## config.mk

```make
export PLATFORM = sky130hd
export DESIGN_NAME = stack_unit
export DESIGN_NICKNAME = d
export VERILOG_FILES = /design/src/rtl/stack_unit_pkg.sv /design/src/rtl/stack_mem.sv /design/src/rtl/stack_unit.sv
export SDC_FILE = /design/constraint.sdc
export NUM_CORES = 2
export LEC_CHECK = 0
export ABC_AREA = 0
export BUFFER_PORTS_ARGS = -buffer_cell sky130_fd_sc_hd__buf_2
export CORE_UTILIZATION = 55
export CTS_CLUSTER_DIAMETER = 120
export DETAILED_ROUTE_END_ITERATION = 7
export PLACE_DENSITY = 0.74
export SYNTH_ARGS = -nofsm -noshare
export SYNTH_HDL_FRONTEND = slang
export SYNTH_SLANG_ARGS = --single-unit
```

## constraint.sdc

```tcl
create_clock -name clk -period 4.15 [get_ports clk]
set_input_delay 0.83 -clock clk [delete_from_list [all_inputs] [get_ports clk]]
set_output_delay 0.83 -clock clk [all_outputs]
set_load 0.02 [all_outputs]
```

## src/rtl/stack_unit_pkg.sv

```systemverilog
// Shared stack parameters, opcode constants and request decode.
// Latency: n/a (declarations only).
// Backpressure: n/a.
package stack_unit_pkg;

    // Default geometry; kept beside the stack opcodes so the decoder and the unit agree.
    localparam int STACK_DEPTH_DEF = 64;
    localparam int STACK_AW_DEF    = 6;

    // Stack instruction opcodes seen by the ID stage.
    localparam logic [5:0] PUSHi = 6'h38;
    localparam logic [5:0] POPi  = 6'h39;

    // Per-cycle stack operation after kill qualification.
    typedef enum logic [1:0] {
        OP_NONE = 2'd0,
        OP_PUSH = 2'd1,
        OP_POP  = 2'd2,
        OP_XCHG = 2'd3
    } op_e;

    function automatic op_e op_decode(input logic push_e, input logic pop_e);
        case ({push_e, pop_e})
            2'b10:   return OP_PUSH;
            2'b01:   return OP_POP;
            2'b11:   return OP_XCHG;
            default: return OP_NONE;
        endcase
    endfunction

endpackage

```

## src/rtl/stack_mem.sv

```systemverilog
// Stack storage: DEPTH x 32 with one synchronous write and one synchronous read port.
// Latency: read data appears one cycle after rd_en; same-address read/write returns old data.
// Backpressure: none; rd_data holds when rd_en is low.
module stack_mem #(
    parameter int DEPTH = 64,
    parameter int AW    = 6
) (
    input  logic          clk,
    input  logic          wr_en,
    input  logic [AW-1:0] wr_addr,
    input  logic [31:0]   wr_data,
    input  logic          rd_en,
    input  logic [AW-1:0] rd_addr,
    output logic [31:0]   rd_data
);

    logic [31:0] mem [DEPTH];

    // Write and read in one edge; non-blocking update gives read-old-data on collision.
    always_ff @(posedge clk) begin
        if (wr_en) mem[wr_addr] <= wr_data;
        if (rd_en) rd_data <= mem[rd_addr];
    end

endmodule

```

## src/rtl/stack_unit.sv

```systemverilog
// Hardware call/data stack for the EX stage: push, pop, exchange, sticky over/underflow flags.
// Latency: pop_data valid the cycle after an effective pop; push visible to a pop in the next cycle.
// Backpressure: none; pushes while full and pops while empty are dropped and flagged.
module stack_unit
    import stack_unit_pkg::*;
#(
    parameter int STACK_DEPTH = STACK_DEPTH_DEF,
    parameter int STACK_AW    = STACK_AW_DEF
) (
    input  logic                clk,
    input  logic                rst_n,
    input  logic                push,
    input  logic                pop,
    input  logic                kill,
    input  logic [31:0]         push_data,
    output logic [31:0]         pop_data,
    output logic [STACK_AW:0]   sp,
    output logic                full,
    output logic                empty,
    output logic                ovfl,
    output logic                unfl
);

    op_e                 op;
    logic [STACK_AW-1:0] top_idx;
    logic [STACK_AW:0]   sp_nxt;
    logic                wr_en;
    logic [STACK_AW-1:0] wr_addr;
    logic                rd_en;
    logic                ovfl_set;
    logic                unfl_set;
    logic                zero_sel;
    logic [31:0]         rd_data;

    assign op      = op_decode(push & ~kill, pop & ~kill);
    assign full    = (sp == (STACK_AW+1)'(STACK_DEPTH));
    assign empty   = (sp == '0);
    // sp==DEPTH truncates to 0, so subtracting one still lands on the last entry.
    assign top_idx = sp[STACK_AW-1:0] - STACK_AW'(1);

    // Decode the effective operation into RAM strobes, next pointer and flag sets.
    always_comb begin
        sp_nxt   = sp;
        wr_en    = 1'b0;
        wr_addr  = sp[STACK_AW-1:0];
        rd_en    = 1'b0;
        ovfl_set = 1'b0;
        unfl_set = 1'b0;
        case (op)
            OP_PUSH: begin
                if (full) begin
                    ovfl_set = 1'b1;
                end else begin
                    wr_en  = 1'b1;
                    sp_nxt = sp + 1'b1;
                end
            end
            OP_POP: begin
                if (empty) begin
                    unfl_set = 1'b1;
                end else begin
                    rd_en  = 1'b1;
                    sp_nxt = sp - 1'b1;
                end
            end
            OP_XCHG: begin
                if (empty) begin
                    // Nothing to return: degrade to a plain push and flag the pop.
                    wr_en    = 1'b1;
                    sp_nxt   = sp + 1'b1;
                    unfl_set = 1'b1;
                end else begin
                    // Read old top and overwrite it in the same edge.
                    wr_en   = 1'b1;
                    wr_addr = top_idx;
                    rd_en   = 1'b1;
                end
            end
            default: ;
        endcase
        // Reset wins over any request in the same cycle.
        if (!rst_n) begin
            wr_en = 1'b0;
            rd_en = 1'b0;
        end
    end

    stack_mem #(
        .DEPTH (STACK_DEPTH),
        .AW    (STACK_AW)
    ) u_mem (
        .clk     (clk),
        .wr_en   (wr_en),
        .wr_addr (wr_addr),
        .wr_data (push_data),
        .rd_en   (rd_en),
        .rd_addr (top_idx),
        .rd_data (rd_data)
    );

    // Pointer, sticky flags and the zero-select that masks stale RAM data after reset/underflow.
    always_ff @(posedge clk) begin
        if (!rst_n) begin
            sp       <= '0;
            ovfl     <= 1'b0;
            unfl     <= 1'b0;
            zero_sel <= 1'b1;
        end else begin
            sp <= sp_nxt;
            if (ovfl_set) ovfl <= 1'b1;
            if (unfl_set) unfl <= 1'b1;
            if (rd_en)         zero_sel <= 1'b0;
            else if (unfl_set) zero_sel <= 1'b1;
        end
    end

    assign pop_data = zero_sel ? 32'h0 : rd_data;

endmodule

```

==> impl_metrics.yaml <==
finish:
  post-route-util_pct: 63.36
  nFillCells: 8977
  layout_common_cells: "edfxtp_1 (2,080), mux4_2 (621), clkbuf_16 (197), nand2_1 (165), buf_4 (129)"
  layout.nets: 3745
  layout_commonest_cell: "edfxtp_1"
  areaGrowthSynthToFinish_pct: 13.90
  fin_cells: 5777
  stdcell_area_sq_um: 91340
  drive_gt1_share_pct: 32.45
clock_network:
  clkSinkCount: 2090
  cts_tree: "yes"
  cts_setup_buffers: 0
  cts_buffers: 197
  cts_resized: 0
  clkTransAtPathRegs_ps: 60
  postCtsHoldBufs: 0
  htreeDepth: 4
  clock_latency_ps: 850
  cts_buffer_depth: 3
  cts-root-buf: "clkbuf_16"
timing:
  final-max-slew-violation-count: 0
  rsz0062_at_grt: "false"
  clock_skew_ps: 75.00
  tns_ps: 0
  hold_viol_final: 0
  setup_viol: 0
  fin_crit_sh_pct: 92.45
  max_freq_mhz: 260.7
  fin_hold_ws_ps: 263.6
  period_needed_ps: 3837
  tightest_slew_ps: 1374
  max_slew_margin_pct: 8.375
flow_run:
  drv_cap: 0
worst_setup_path:
  crit_chain: "inv_1, ha_4, buf_12, buf_12, buf_4, mux4_2, mux4_2, o22ai_1, a21oi_1"
  rr_worst_depth: 9
  cp_data_arrival_time_ps: 4400
  cp_data_required_time_ps: 4710
  start_kind: "flip-flop"
  crit_fanout: 42
  cp_slowest_cell: "ha_4"
  crit_path_end_kind: "flip-flop"
  crit_path_max_incr_delay_ps: 640
  crit_type: "flip-flop to flip-flop"
global_route:
  grt_pass1_vias: 38499
  overflow: 0
  grt_pass1_wl_mm: 283.8
  track_usage_pct: 27.61
  grt_start_max_net_pins: 91
  antenna_found_initial: 19
floorplan:
  die_area_sq_um: 147300
  num_rows: 139
  start_util_pct: 55.62
  chipHeight_um: 383.8
  fp.dieW_um: 383.8
  pin_count: 80
  core_area_sq_um: 144200
yosys:
  syn_nets: 3448
  async_flop_share_pct: 0
  synth_edf_count: 2080
  synth_area_per_cell_sq_um: 23.56
  ys_ff_latch: 2090
  postSynthCellCount: 3404
  seq_area_frac_synth_pct: 78.14
  synth_area_sq_um: 80190
  synth-warning-count: 0
  ys_types: 54
  synth_flop_cell: "edfxtp_1"
placement:
  io_buffers: 79
  placedCellCount: 5405
  post_dp_cell_area_sq_um: 85140
  gp_congestion: 0.8876
  dp_hpwl_mm: 112.0
detailed_routing:
  drt-pass1-iter-count: 6
  routed_wl_mm: 200.3
  vias: 38885
  remaining_drc_errors: 0
  vias_per_cell: 6.731
  drtIter0Drc: 5559
  wl_per_cell_um: 34.66
  antenna_left: 0
hold_path:
  min_path_cells: 2
  worstHoldPathType: "input pin to flip-flop"
power_and_ir_drop:
  ir_drop_v: 0.0004509
  power.leakage_nw: 28.00
  powerDensity_nw_per_um2: 567.8
status:
  status: "completed"
-- Yosys cell counts (all sizes together), types with 3 or more instances --
cell	number	area [sq um]
or2	4	25.03
or3	3	18.77
nor3	5	30.03
dfxtp	10	200.2
a21oi	48	244.0
o21ai	25	125.1
nand2	165	619.3
nor3b	3	27.52
nor2b	37	231.5
edfxtp	2080	62460
buf	101	554.3
mux2i	3	30.03
o31ai	4	30.03
inv	7	26.28
and3	14	87.58
mux4	621	13990
nor2	75	281.5
a21o	3	22.52
a31oi	15	93.84
xor2	4	35.03
xnor2	8	70.07
o22ai	21	131.4
nand3	7	35.03
a211o	20	175.2
nand2b	5	31.28
ha	6	75.07
clkbuf	83	311.6
-- critical path, delay by kind of cell, from the launching register on --
family,cells,cell delay (ps)
buffers and inverters,4,1120
multiplexers,2,890
AO/OA/AOI/OAI,2,480
flip-flops,1,380
adder cells (fa/ha/maj),1,640
-- layer usage --
layer | vias up | global-route usage [%] | share of wire, %
li1 | 15147 | - | -
met1 | 20686 | 38.67 | 37
met2 | 2669 | 43.46 | 49
met3 | 369 | 6.356 | 11
met4 | 14 | 9.163 | 3.2
met5 | - | 0 | 0.044
-- worst paths after layout --
path | from | to | slack, ps
setup / recovery | sp[0]$_SDFFE_PN0P_ | u_mem.rd_data[15]$_DFFE_PP_ | 310
hold / removal | rst_n | unfl$_SDFFE_PN0P_ | 260
setup reg to reg | sp[0]$_SDFFE_PN0P_ | u_mem.rd_data[15]$_DFFE_PP_ | 310
hold reg to reg | unfl$_SDFFE_PN0P_ | unfl$_SDFFE_PN0P_ | 470
-- logic make-up after synthesis --
kind of cell	after synthesis	synth area share (%)
flops	2090	78.14
mux	624	17.48
simple gates	323	1.779
buf+inv	192	1.117
compound gates	156	1.240
xor+xnor	12	0.1311
fa+ha+maj	7	0.1186
-- power by group --
part	total (mW)	leakage (nW)	switching, mW	internal, mW
clock network	17.2	3.01	7.89	9.33
registers	23.5	18.8	0.0710	23.4
logic	11.1	6.22	6.48	4.67
total	51.9	28.0	14.4	37.4
-- flip-flops by register name, summed over array words and instances, names as in the netlist --
name           flops
ovfl               1
sp                 7
u_mem.mem       2048
u_mem.rd_data     32
unfl               1
zero_sel           1
-- stage by stage --
step	power (mW)	worst slack [ps]
detailed placement	34.86	462.3
global placement	34.77	469.9
global route	53.19	270.0
CTS	51.97	428.8
finish	51.86	313.4
floorplan	30.71	-341.1
-- layout make-up --
class	instances	area (sq um)	share of cell area [%]
sequential	2090	62660	68.60
multi-input combinational	1122	17220	18.85
clock buffer	237	5080	5.561
timing repair buffer	282	2845	3.115
tap	1903	2381	2.607
clock inverter	129	1106	1.211
inverter	8	30.03	0.03287
antenna	6	15.01	0.01644
(Power assumes the default switching activity.)
